## config.mk

```make
export PLATFORM = sky130hd
export DESIGN_NAME = vmul_issue_ctrl
export DESIGN_NICKNAME = d
export VERILOG_FILES = /design/src/rtl/vmul_pkg.sv /design/src/rtl/vmul_lat_pipe.sv /design/src/rtl/vmul_issue_ctrl.sv
export SDC_FILE = /design/constraint.sdc
export NUM_CORES = 1
export LEC_CHECK = 0
export CAP_MARGIN = 20
export CORE_MARGIN = 1.5
export CORE_UTILIZATION = 48
export DETAILED_ROUTE_END_ITERATION = 16
export GPL_TIMING_DRIVEN = 0
export PLACE_DENSITY = 0.92
export SLEW_MARGIN = 5
export SYNTH_ARGS = -nofsm -noshare
export SYNTH_HDL_FRONTEND = slang
export SYNTH_HIERARCHICAL = 1
export SYNTH_SLANG_ARGS = --single-unit
```

## constraint.sdc

```tcl
create_clock -name clk -period 4.1 [get_ports clk]
set_clock_uncertainty 0.15 [all_clocks]
set_input_delay 0.82 -clock clk [delete_from_list [all_inputs] [get_ports clk]]
set_output_delay 0.82 -clock clk [all_outputs]
set_load 0.02 [all_outputs]
```

## src/rtl/vmul_pkg.sv

```systemverilog
// Shared types for the vALU multiplier issue path: element width, signedness select,
// issue FSM states and the credit-counter width helper.
package vmul_pkg;

  typedef enum logic [1:0] {
    SEW_8  = 2'b00,
    SEW_16 = 2'b01,
    SEW_32 = 2'b10,
    SEW_64 = 2'b11
  } sew_e;

  typedef enum logic [1:0] {
    OPSEL_UU = 2'b00,
    OPSEL_US = 2'b01,
    OPSEL_SU = 2'b10,
    OPSEL_SS = 2'b11
  } opsel_e;

  typedef enum logic [1:0] {
    IDLE  = 2'b00,
    PASS0 = 2'b01,
    PASS1 = 2'b10
  } issue_state_e;

  // Needs to hold 0..depth inclusive.
  function automatic int credit_width(input int depth);
    return $clog2(depth + 1);
  endfunction

endpackage

```

## src/rtl/vmul_lat_pipe.sv

```systemverilog
// Fixed-latency delay line for a valid flag plus payload; payload is zeroed on idle slots
// so the output side reads all-zero whenever nothing is in flight.
module vmul_lat_pipe #(
  parameter int LATENCY = 3,
  parameter int WIDTH   = 8
) (
  input  logic             clk,
  input  logic             rst_n,
  input  logic             in_valid,
  input  logic [WIDTH-1:0] in_data,
  output logic             out_valid,
  output logic [WIDTH-1:0] out_data
);

  logic [LATENCY-1:0]            valid_q;
  logic [LATENCY-1:0][WIDTH-1:0] data_q;

  always_ff @(posedge clk or negedge rst_n) begin
    if (!rst_n) begin
      valid_q <= '0;
      data_q  <= '0;
    end else begin
      valid_q[0] <= in_valid;
      data_q[0]  <= in_valid ? in_data : '0;
      for (int i = 1; i < LATENCY; i++) begin
        valid_q[i] <= valid_q[i-1];
        data_q[i]  <= data_q[i-1];
      end
    end
  end

  assign out_valid = valid_q[LATENCY-1];
  assign out_data  = data_q[LATENCY-1];

endmodule

```

## src/rtl/vmul_issue_ctrl.sv

```systemverilog
// Issue sequencer for the vALU multiplier slice: one or two passes per request, credit throttled.
// Optional VMUL_ISSUE_PERF_EN adds perf_issue_cnt / perf_stall_cnt outputs.
module vmul_issue_ctrl
  import vmul_pkg::*;
#(
  parameter int DATA_WIDTH     = 64,
  parameter int TAG_WIDTH      = 4,
  parameter int MUL_LATENCY    = 3,
  parameter int RES_FIFO_DEPTH = 8,
  parameter int EN_128_MUL     = 0
) (
  input  logic                  clk,
  input  logic                  rst_n,
  input  logic                  in_valid,
  output logic                  in_ready,
  input  logic [DATA_WIDTH-1:0] in_vec0,
  input  logic [DATA_WIDTH-1:0] in_vec1,
  input  logic [1:0]            in_opsel,
  input  logic [1:0]            in_sew,
  input  logic [TAG_WIDTH-1:0]  in_tag,
  output logic                  os_valid,
  output logic [DATA_WIDTH-1:0] os_vec0,
  output logic [DATA_WIDTH-1:0] os_vec1,
  output logic [1:0]            os_opsel,
  output logic [1:0]            os_sew,
  output logic                  os_pass,
  output logic                  done_valid,
  output logic [TAG_WIDTH-1:0]  done_tag,
  output logic                  done_pass,
  output logic                  done_last,
  input  logic                  res_pop
`ifdef VMUL_ISSUE_PERF_EN
  ,
  output logic [31:0]           perf_issue_cnt,
  output logic [31:0]           perf_stall_cnt
`endif
);

  localparam int CW   = credit_width(RES_FIFO_DEPTH);
  localparam int HALF = DATA_WIDTH / 2;
  localparam logic [CW-1:0] FULL = CW'(RES_FIFO_DEPTH);

  issue_state_e          state_q, state_d;
  logic [CW-1:0]         credits_q;
  logic [DATA_WIDTH-1:0] vec0_q, vec1_q;
  logic [1:0]            opsel_q, sew_q;
  logic [TAG_WIDTH-1:0]  tag_q;
  logic                  two_pass_q;
  logic                  has_credit, issue, last_pass, pop_eff, accept;

  assign has_credit = (credits_q != '0);
  assign accept     = in_valid && in_ready;
  assign pop_eff    = res_pop && (credits_q != FULL);

  always_ff @(posedge clk or negedge rst_n) begin
    if (!rst_n) state_q <= IDLE;
    else        state_q <= state_d;
  end

  always_comb begin
    state_d = state_q;
    case (state_q)
      IDLE:    if (in_valid) state_d = PASS0;
      PASS0:   if (has_credit) state_d = two_pass_q ? PASS1 : IDLE;
      PASS1:   if (has_credit) state_d = IDLE;
      default: state_d = IDLE;
    endcase
  end

  // Ready is held low while reset is asserted so every output reads 0 during reset.
  always_comb begin
    in_ready  = rst_n && (state_q == IDLE);
    issue     = (state_q != IDLE) && has_credit;
    os_valid  = issue;
    os_pass   = (state_q == PASS1);
    last_pass = (state_q == PASS1) || !two_pass_q;
    os_vec1   = vec1_q;
    if (state_q == PASS1) os_vec1 = {vec1_q[HALF-1:0], vec1_q[DATA_WIDTH-1:HALF]};
  end

  always_ff @(posedge clk or negedge rst_n) begin
    if (!rst_n) begin
      vec0_q     <= '0;
      vec1_q     <= '0;
      opsel_q    <= '0;
      sew_q      <= '0;
      tag_q      <= '0;
      two_pass_q <= 1'b0;
    end else if (accept) begin
      vec0_q     <= in_vec0;
      vec1_q     <= in_vec1;
      opsel_q    <= in_opsel;
      sew_q      <= in_sew;
      tag_q      <= in_tag;
      two_pass_q <= (sew_e'(in_sew) == SEW_64) && (EN_128_MUL == 0);
    end
  end

  assign os_vec0  = vec0_q;
  assign os_opsel = opsel_q;
  assign os_sew   = sew_q;

  // A pop returning a credit in the same cycle as an issue cancels out.
  always_ff @(posedge clk or negedge rst_n) begin
    if (!rst_n)                  credits_q <= FULL;
    else if (issue && !pop_eff)  credits_q <= credits_q - CW'(1);
    else if (pop_eff && !issue)  credits_q <= credits_q + CW'(1);
  end

  vmul_lat_pipe #(
    .LATENCY (MUL_LATENCY),
    .WIDTH   (TAG_WIDTH + 2)
  ) u_lat_pipe (
    .clk       (clk),
    .rst_n     (rst_n),
    .in_valid  (issue),
    .in_data   ({tag_q, os_pass, last_pass}),
    .out_valid (done_valid),
    .out_data  ({done_tag, done_pass, done_last})
  );

`ifdef VMUL_ISSUE_PERF_EN
  always_ff @(posedge clk or negedge rst_n) begin
    if (!rst_n) begin
      perf_issue_cnt <= '0;
      perf_stall_cnt <= '0;
    end else begin
      if (issue) perf_issue_cnt <= perf_issue_cnt + 32'd1;
      if ((state_q != IDLE) && !has_credit) perf_stall_cnt <= perf_stall_cnt + 32'd1;
    end
  end
`endif

endmodule

```

==> results of run 1 <==
[worst max-delay path by stage]
stage                       from           end  slack, ns  cells past startpoint
floorplan           credits_q[1]  credits_q[3]       1.44                      8
global placement           rst_n      in_ready      -4.79                      3
detailed placement         rst_n      in_ready       0.38                      4
CTS                        rst_n      in_ready       0.37                      4
global route               rst_n      in_ready       0.19                      4
finish                     rst_n      in_ready       0.42                      4
[sequential cells by signal, indices dropped and copies added, names as in the netlist]
register / count
two_pass_q: 1
state_q: 2
os_opsel: 2
credits_q: 4
u_lat_pipe/valid_q: 3
u_lat_pipe/out_data: 6
u_lat_pipe/data_q: 12
os_sew: 2
vec1_q: 64
os_vec0: 64
tag_q: 4
[cell type report]
class,instances,area [sq um]
Clock inverter,14,135.1
Sequential cell,164,4105
Inverter,3,11.26
Multi-Input combinational cell,243,3058
Tap cell,211,264.0
Buffer,30,390.4
Timing Repair Buffer,282,2845
Fill cell,950,4066
Clock buffer,18,439.2
[placed cells by master (no fill, tap or decap), drive strengths merged]
master         netlist  final
a2111oi              1      1
a21o                 1      1
a21oi                1      1
and2                 7      7
buf                 29     31
clkbuf               1     19
clkdlybuf4s50        0    280
clkinv               0      2
clkinvlp             0      2
dfrtp              163    163
dfstp                1      1
ha                   3      3
inv                  3     13
mux2               201    201
mux2i                3      3
nand2                5      5
nand2b               1      1
nand3b               1      1
nor2                 4      4
nor2b                2      2
nor3                 1      1
nor3b                1      1
nor4                 1      1
o21a                 1      1
o221ai               1      1
o31ai                1      1
o41ai                1      1
or3b                 1      1
or4                  1      1
or4b                 1      1
xnor2                2      2
xor2                 1      1
[per-stage QoR]
step	instances	TNS (ns)	utilization, %	setup WS (ns)	hold slack [ns]
4_1_cts	965	0	73.45	0.3691	0.1837
5_1_grt	965	0	73.45	0.1893	0.2009
6_report	965	0	73.45	0.4246	0.1658
2_1_floorplan	440	0	-	1.436	0.1812
3_5_place_dp	933	0	69.70	0.3792	0.1847
3_3_place_gp	932	-1263.05	69.49	-4.785	0.1810
[cell families (layout without fill, tap and decap cells)]
| logic type | Yosys count | in the layout | synth area share, % |
|---|---|---|---|
| multiplexers | 204 | 204 | 36.72 |
| flip-flops | 164 | 164 | 54.27 |
| buffers and inverters | 33 | 347 | 5.309 |
| AND/OR/NAND/NOR | 26 | 26 | 2.068 |
| AO/OA/AOI/OAI | 7 | 7 | 0.7939 |
| adder cells (fa/ha/maj) | 3 | 3 | 0.4962 |
| XOR/XNOR | 3 | 3 | 0.3474 |
[routing by layer]
metal | vias to the layer above | wire, um
li1 | 2156 | -
met1 | 2394 | 7503
met2 | 196 | 9643
met3 | 42 | 1270
met4 | 0 | 564
met5 | - | 0
[critical path, stage by stage]
cell             delay, ns
buf_8                 0.36
buf_16                0.41
nor3b_2               0.31
clkdlybuf4s50_1       0.68
[report_power, final]
| part | switching (uW) | internal, uW |
|---|---|---|
| Sequential | 533 | 2410 |
| Clock | 717 | 825 |
| Combinational | 2190 | 2860 |
==> impl_metrics.json, run 1 <==
{
  "synth_nets": 583,
  "total_power_uw": 9531,
  "start_kind": "input port",
  "dp_hpwl_mm": 13.63,
  "drt_iter0_drc": 150,
  "final_antenna_net_count": 0,
  "vias": 4788,
  "grt-busiest-layer": "met2",
  "drt_wl_total_mm": 18.98,
  "reg2reg_depth": 9,
  "via_per_inst": 4.962,
  "io_buffer_count": 281,
  "worstSkewPairLatency_ns": 0.42,
  "synth_most_common_cell": "dfrtp_1",
  "htreeDepth": 4,
  "post-route-cell-area_sq_um": 11250,
  "cts_resized": 0,
  "rrSetupSlack_ns": 1.10,
  "hold_path_class": "input port to async pin",
  "synth_area_leaders": "dfrtp_1 54%, mux2_4 26%, mux2_1 11%, buf_12 3.7%, buf_4 0.99%",
  "vdd_drop_max_v": 0.0004515,
  "hold_buffers": 0,
  "die_area_sq_um": 16520,
  "grtUsageTotal_pct": 23.80,
  "drc": 0,
  "drtPass1Iterations": 4,
  "grtUsageMet2_pct": 41.49,
  "cts_max_path_buffers": 2,
  "clkSinkCount": 164,
  "synth_area_sq_um": 7565,
  "synth_edf_count": 0,
  "initial_core_util_pct": 49.40,
  "layout-drive-gt1-share_pct": 26.13,
  "setup_viol": 0,
  "maxCapViolCount": 0,
  "critical_path_class": "input port to output pin",
  "rows": 45,
  "use_met3_pct": 6.736,
  "ys_async_sr_fraction_pct": 100.0,
  "grt_max_degree": 102,
  "required_ns": 3.13,
  "end_kind": "output pin",
  "diodes": 0,
  "ys_warn_count": 6,
  "status": "complete, no violations",
  "ys_types": 35,
  "tightestPinTransition_ns": 0.6103,
  "ys_ff_latch": 164,
  "fin_crit_sh_pct": 89.64,
  "cp.arrival_ns": 2.71,
  "max_freq_mhz": 272.1,
  "synth_top_cell_area_share_pct": 53.92,
  "routabilityCongestion": 0.8472,
  "ys_top_cells_by_count": "163 x dfrtp_1, 129 x mux2_4, 71 x mux2_1",
  "regToRegStartpoint": "credits_q[1]",
  "cts_made_buffers": 17,
  "cts_tree": "built",
  "route.detailed.wl_per_inst_um": 19.67,
  "die_h_um": 128.5,
  "synthFlopType": "dfrtp_1",
  "grt_pass1_vias": 5476,
  "yosys.area.top_type": "dfrtp_1",
  "postCtsSetupBuffers": 0,
  "cp_max_fo": 101,
  "ys_seq_area_share_pct": 54.27,
  "syn_inst": 440,
  "syn_avg_cell_area_sq_um": 17.19,
  "fp.dieW_um": 128.5,
  "clkSlewWorstSetupHoldPaths_ns": 0.07,
  "grt.met1_usage_pct": 27.65,
  "core_area_sq_um": 15310,
  "leakage_uw": 0.004902,
  "rsz0062_at_grt": "false",
  "report.final.slew_viol_count": 0,
  "max_slew_margin_pct": 58.94,
  "antenna_found_initial": 0,
  "cts_root_buffer": "clkbuf_16",
  "r2r_end": "credits_q[2]",
  "grt_overflow_total": 0,
  "period_needed_ns": 3.675,
  "powerDensity_nw_per_um2": 847.3,
  "placed_area_sq_um": 10670,
  "ioPinCount": 282,
  "finalHoldViolCount": 0,
  "nNetsFinal": 884,
  "grt_pass1_wl_mm": 29.84,
  "area_growth_pct": 48.69
}
Power figures use the tool's default switching activity.
==> run 2, diff against run 1 <==
--- a/config.mk
+++ b/config.mk
@@ -7,10 +7,10 @@
 export LEC_CHECK = 0
 export CAP_MARGIN = 20
 export CORE_MARGIN = 1.5
-export CORE_UTILIZATION = 48
+export CORE_UTILIZATION = 45
 export DETAILED_ROUTE_END_ITERATION = 16
 export GPL_TIMING_DRIVEN = 0
-export PLACE_DENSITY = 0.92
+export PLACE_DENSITY = 0.87
 export SLEW_MARGIN = 5
 export SYNTH_ARGS = -nofsm -noshare
 export SYNTH_HDL_FRONTEND = slang
==> constraint.sdc (replaced) <==
create_clock -name clk -period 3.8 [get_ports clk]
set_clock_uncertainty 0.15 [all_clocks]
set_input_delay 0.76 -clock clk [delete_from_list [all_inputs] [get_ports clk]]
set_output_delay 0.76 -clock clk [all_outputs]
set_load 0.02 [all_outputs]
==> impl_metrics.json, run 2 (synthesis gave the netlist of run 1 again) <==
{
  "status": "complete, no violations",
  "drt_iter0_drc": 97,
  "grt_max_degree": 85,
  "drtPass1Iterations": 4,
  "dp_hpwl_mm": 13.50,
  "die_h_um": 132.7,
  "layout_commonest_cell": "clkdlybuf4s50_1",
  "via_per_inst": 4.843,
  "cp.arrival_ns": 2.64,
  "nNetsFinal": 884,
  "max_freq_mhz": 282.1,
  "cts_root_buffer": "clkbuf_16",
  "max_slew_margin_pct": 56.79,
  "rsz0062_at_grt": "false",
  "vias": 4717,
  "fp.dieW_um": 132.7,
  "multi_input_area_sq_um": 3058,
  "report.final.slew_viol_count": 0,
  "grt_overflow_total": 0,
  "clkSlewWorstSetupHoldPaths_ns": 0.06,
  "postCtsSetupBuffers": 0,
  "clkSinkCount": 164,
  "grtUsageTotal_pct": 21.34,
  "power.share.combinational_pct": 53.0,
  "p_int_uw": 6593,
  "register_area_sq_um": 4105,
  "powerDensity_nw_per_um2": 906.6,
  "hold_slack_ns": 0.1808,
  "hold_path_class": "input port to async pin",
  "antenna_found_initial": 0,
  "htreeDepth": 4,
  "ioPinCount": 282,
  "drc": 0,
  "cts_made_buffers": 17,
  "routabilityCongestion": 0.8688,
  "critical_path_class": "input port to output pin",
  "diodes": 0,
  "start_kind": "input port",
  "die_area_sq_um": 17600,
  "cp_max_fo": 84,
  "power.switching_uw": 3599,
  "clkPwrFrac_pct": 15.9,
  "end_kind": "output pin",
  "vdd_drop_max_v": 0.0004768,
  "sw_frac_of_total_pct": 35.31,
  "route.detailed.wl_per_inst_um": 18.80,
  "grt_pass1_vias": 5216,
  "tightestPinTransition_ns": 0.6458,
  "drt_wl_total_mm": 18.31,
  "slowest_delay_ns": 0.66,
  "required_ns": 2.89,
  "hold_buffers": 0,
  "cts_resized": 0,
  "io_buffer_count": 281,
  "cts_max_path_buffers": 2,
  "maxCapViolCount": 0,
  "crit_slowest_cell": "clkdlybuf4s50_1",
  "path_cells": "buf_8 -> buf_16 -> nor3b_2 -> clkdlybuf4s50_1",
  "finalHoldViolCount": 0,
  "initial_core_util_pct": 45.78,
  "tns_ns": 0,
  "placed_area_sq_um": 10690,
  "final_cell_mix": "280 x clkdlybuf4s50_1, 163 x dfrtp_1, 129 x mux2_4",
  "setup_viol": 0,
  "worstSkewPairLatency_ns": 0.42,
  "core_area_sq_um": 16520,
  "leakage_uw": 0.004886,
  "fill_cells": 1104,
  "grt_pass1_wl_mm": 28.98,
  "layout-drive-gt1-share_pct": 25.99,
  "post-route-cell-area_sq_um": 11240,
  "cts_tree": "built",
  "final_util_pct": 68.03,
  "period_needed_ns": 3.545,
  "rows": 47,
  "final_antenna_net_count": 0,
  "fin_crit_sh_pct": 93.29,
  "seqPwrFrac_pct": 31.1,
  "area_growth_pct": 48.61
}
-- run 2: cell types whose count changed in the layout (fill, tap and decap cells not counted), sizes merged --
cell,delta
bufinv,+1
clkinvlp,+2
inv,-6
clkinv,+3
-- run 2: worst paths after layout --
path | slack, ns | cells past startpoint | from | end
hold reg to reg | 0.20 | 0 | u_lat_pipe/valid_q[1] | u_lat_pipe/valid_q[2]
setup / recovery | 0.25 | 4 | rst_n | in_ready
setup reg to reg | 0.90 | 8 | credits_q[1] | credits_q[3]
min in group clk | 0.20 | 0 | u_lat_pipe/valid_q[1] | u_lat_pipe/valid_q[2]
max in group asynchronous | 2.47 | 2 | rst_n | credits_q[3]
hold / removal | 0.18 | 1 | rst_n | vec1_q[38]
-- run 2: per-layer routing --
metal / part of all wire [%] / global-route usage (%)
met4: 1.8 / 7.448
met5: 0 / 0
met1: 41 / 25.66
met2: 50 / 36.24
met3: 7.1 / 6.820
-- run 2: final cells by class --
class,count,area share [%]
Sequential cell,164,36.52
Multi-Input combinational cell,243,27.20
Timing Repair Buffer,282,25.31
Clock buffer,18,3.817
Buffer,30,3.472
Tap cell,220,2.449
Clock inverter,14,1.135
Inverter,3,0.1002
-- run 2: power by group through the flow --
stage | sequential [uW] | combinational, uW | clock (uW)
final | 3170 | 5400 | 1620
after global routing | 3280 | 5660 | 1740
after CTS | 3170 | 5460 | 1660
after detailed placement | 3180 | 5420 | 0
after global placement | 3120 | 5330 | 0
after floorplan | 3500 | 2720 | 0
-- run 2: critical path: cells and delay by family --
kind | cells | cell delay [ns]
buffers and inverters | 3 | 1.50
AND/OR/NAND/NOR | 1 | 0.27
-- run 2: stage by stage --
stage / setup WS (ns) / total power (uW) / instances
2_1_floorplan: 1.136 / 6220 / 440
3_3_place_gp: -4.996 / 8441 / 941
3_5_place_dp: 0.2008 / 8603 / 942
4_1_cts: 0.2002 / 10290 / 974
5_1_grt: 0.02116 / 10680 / 974
6_report: 0.2548 / 10190 / 974
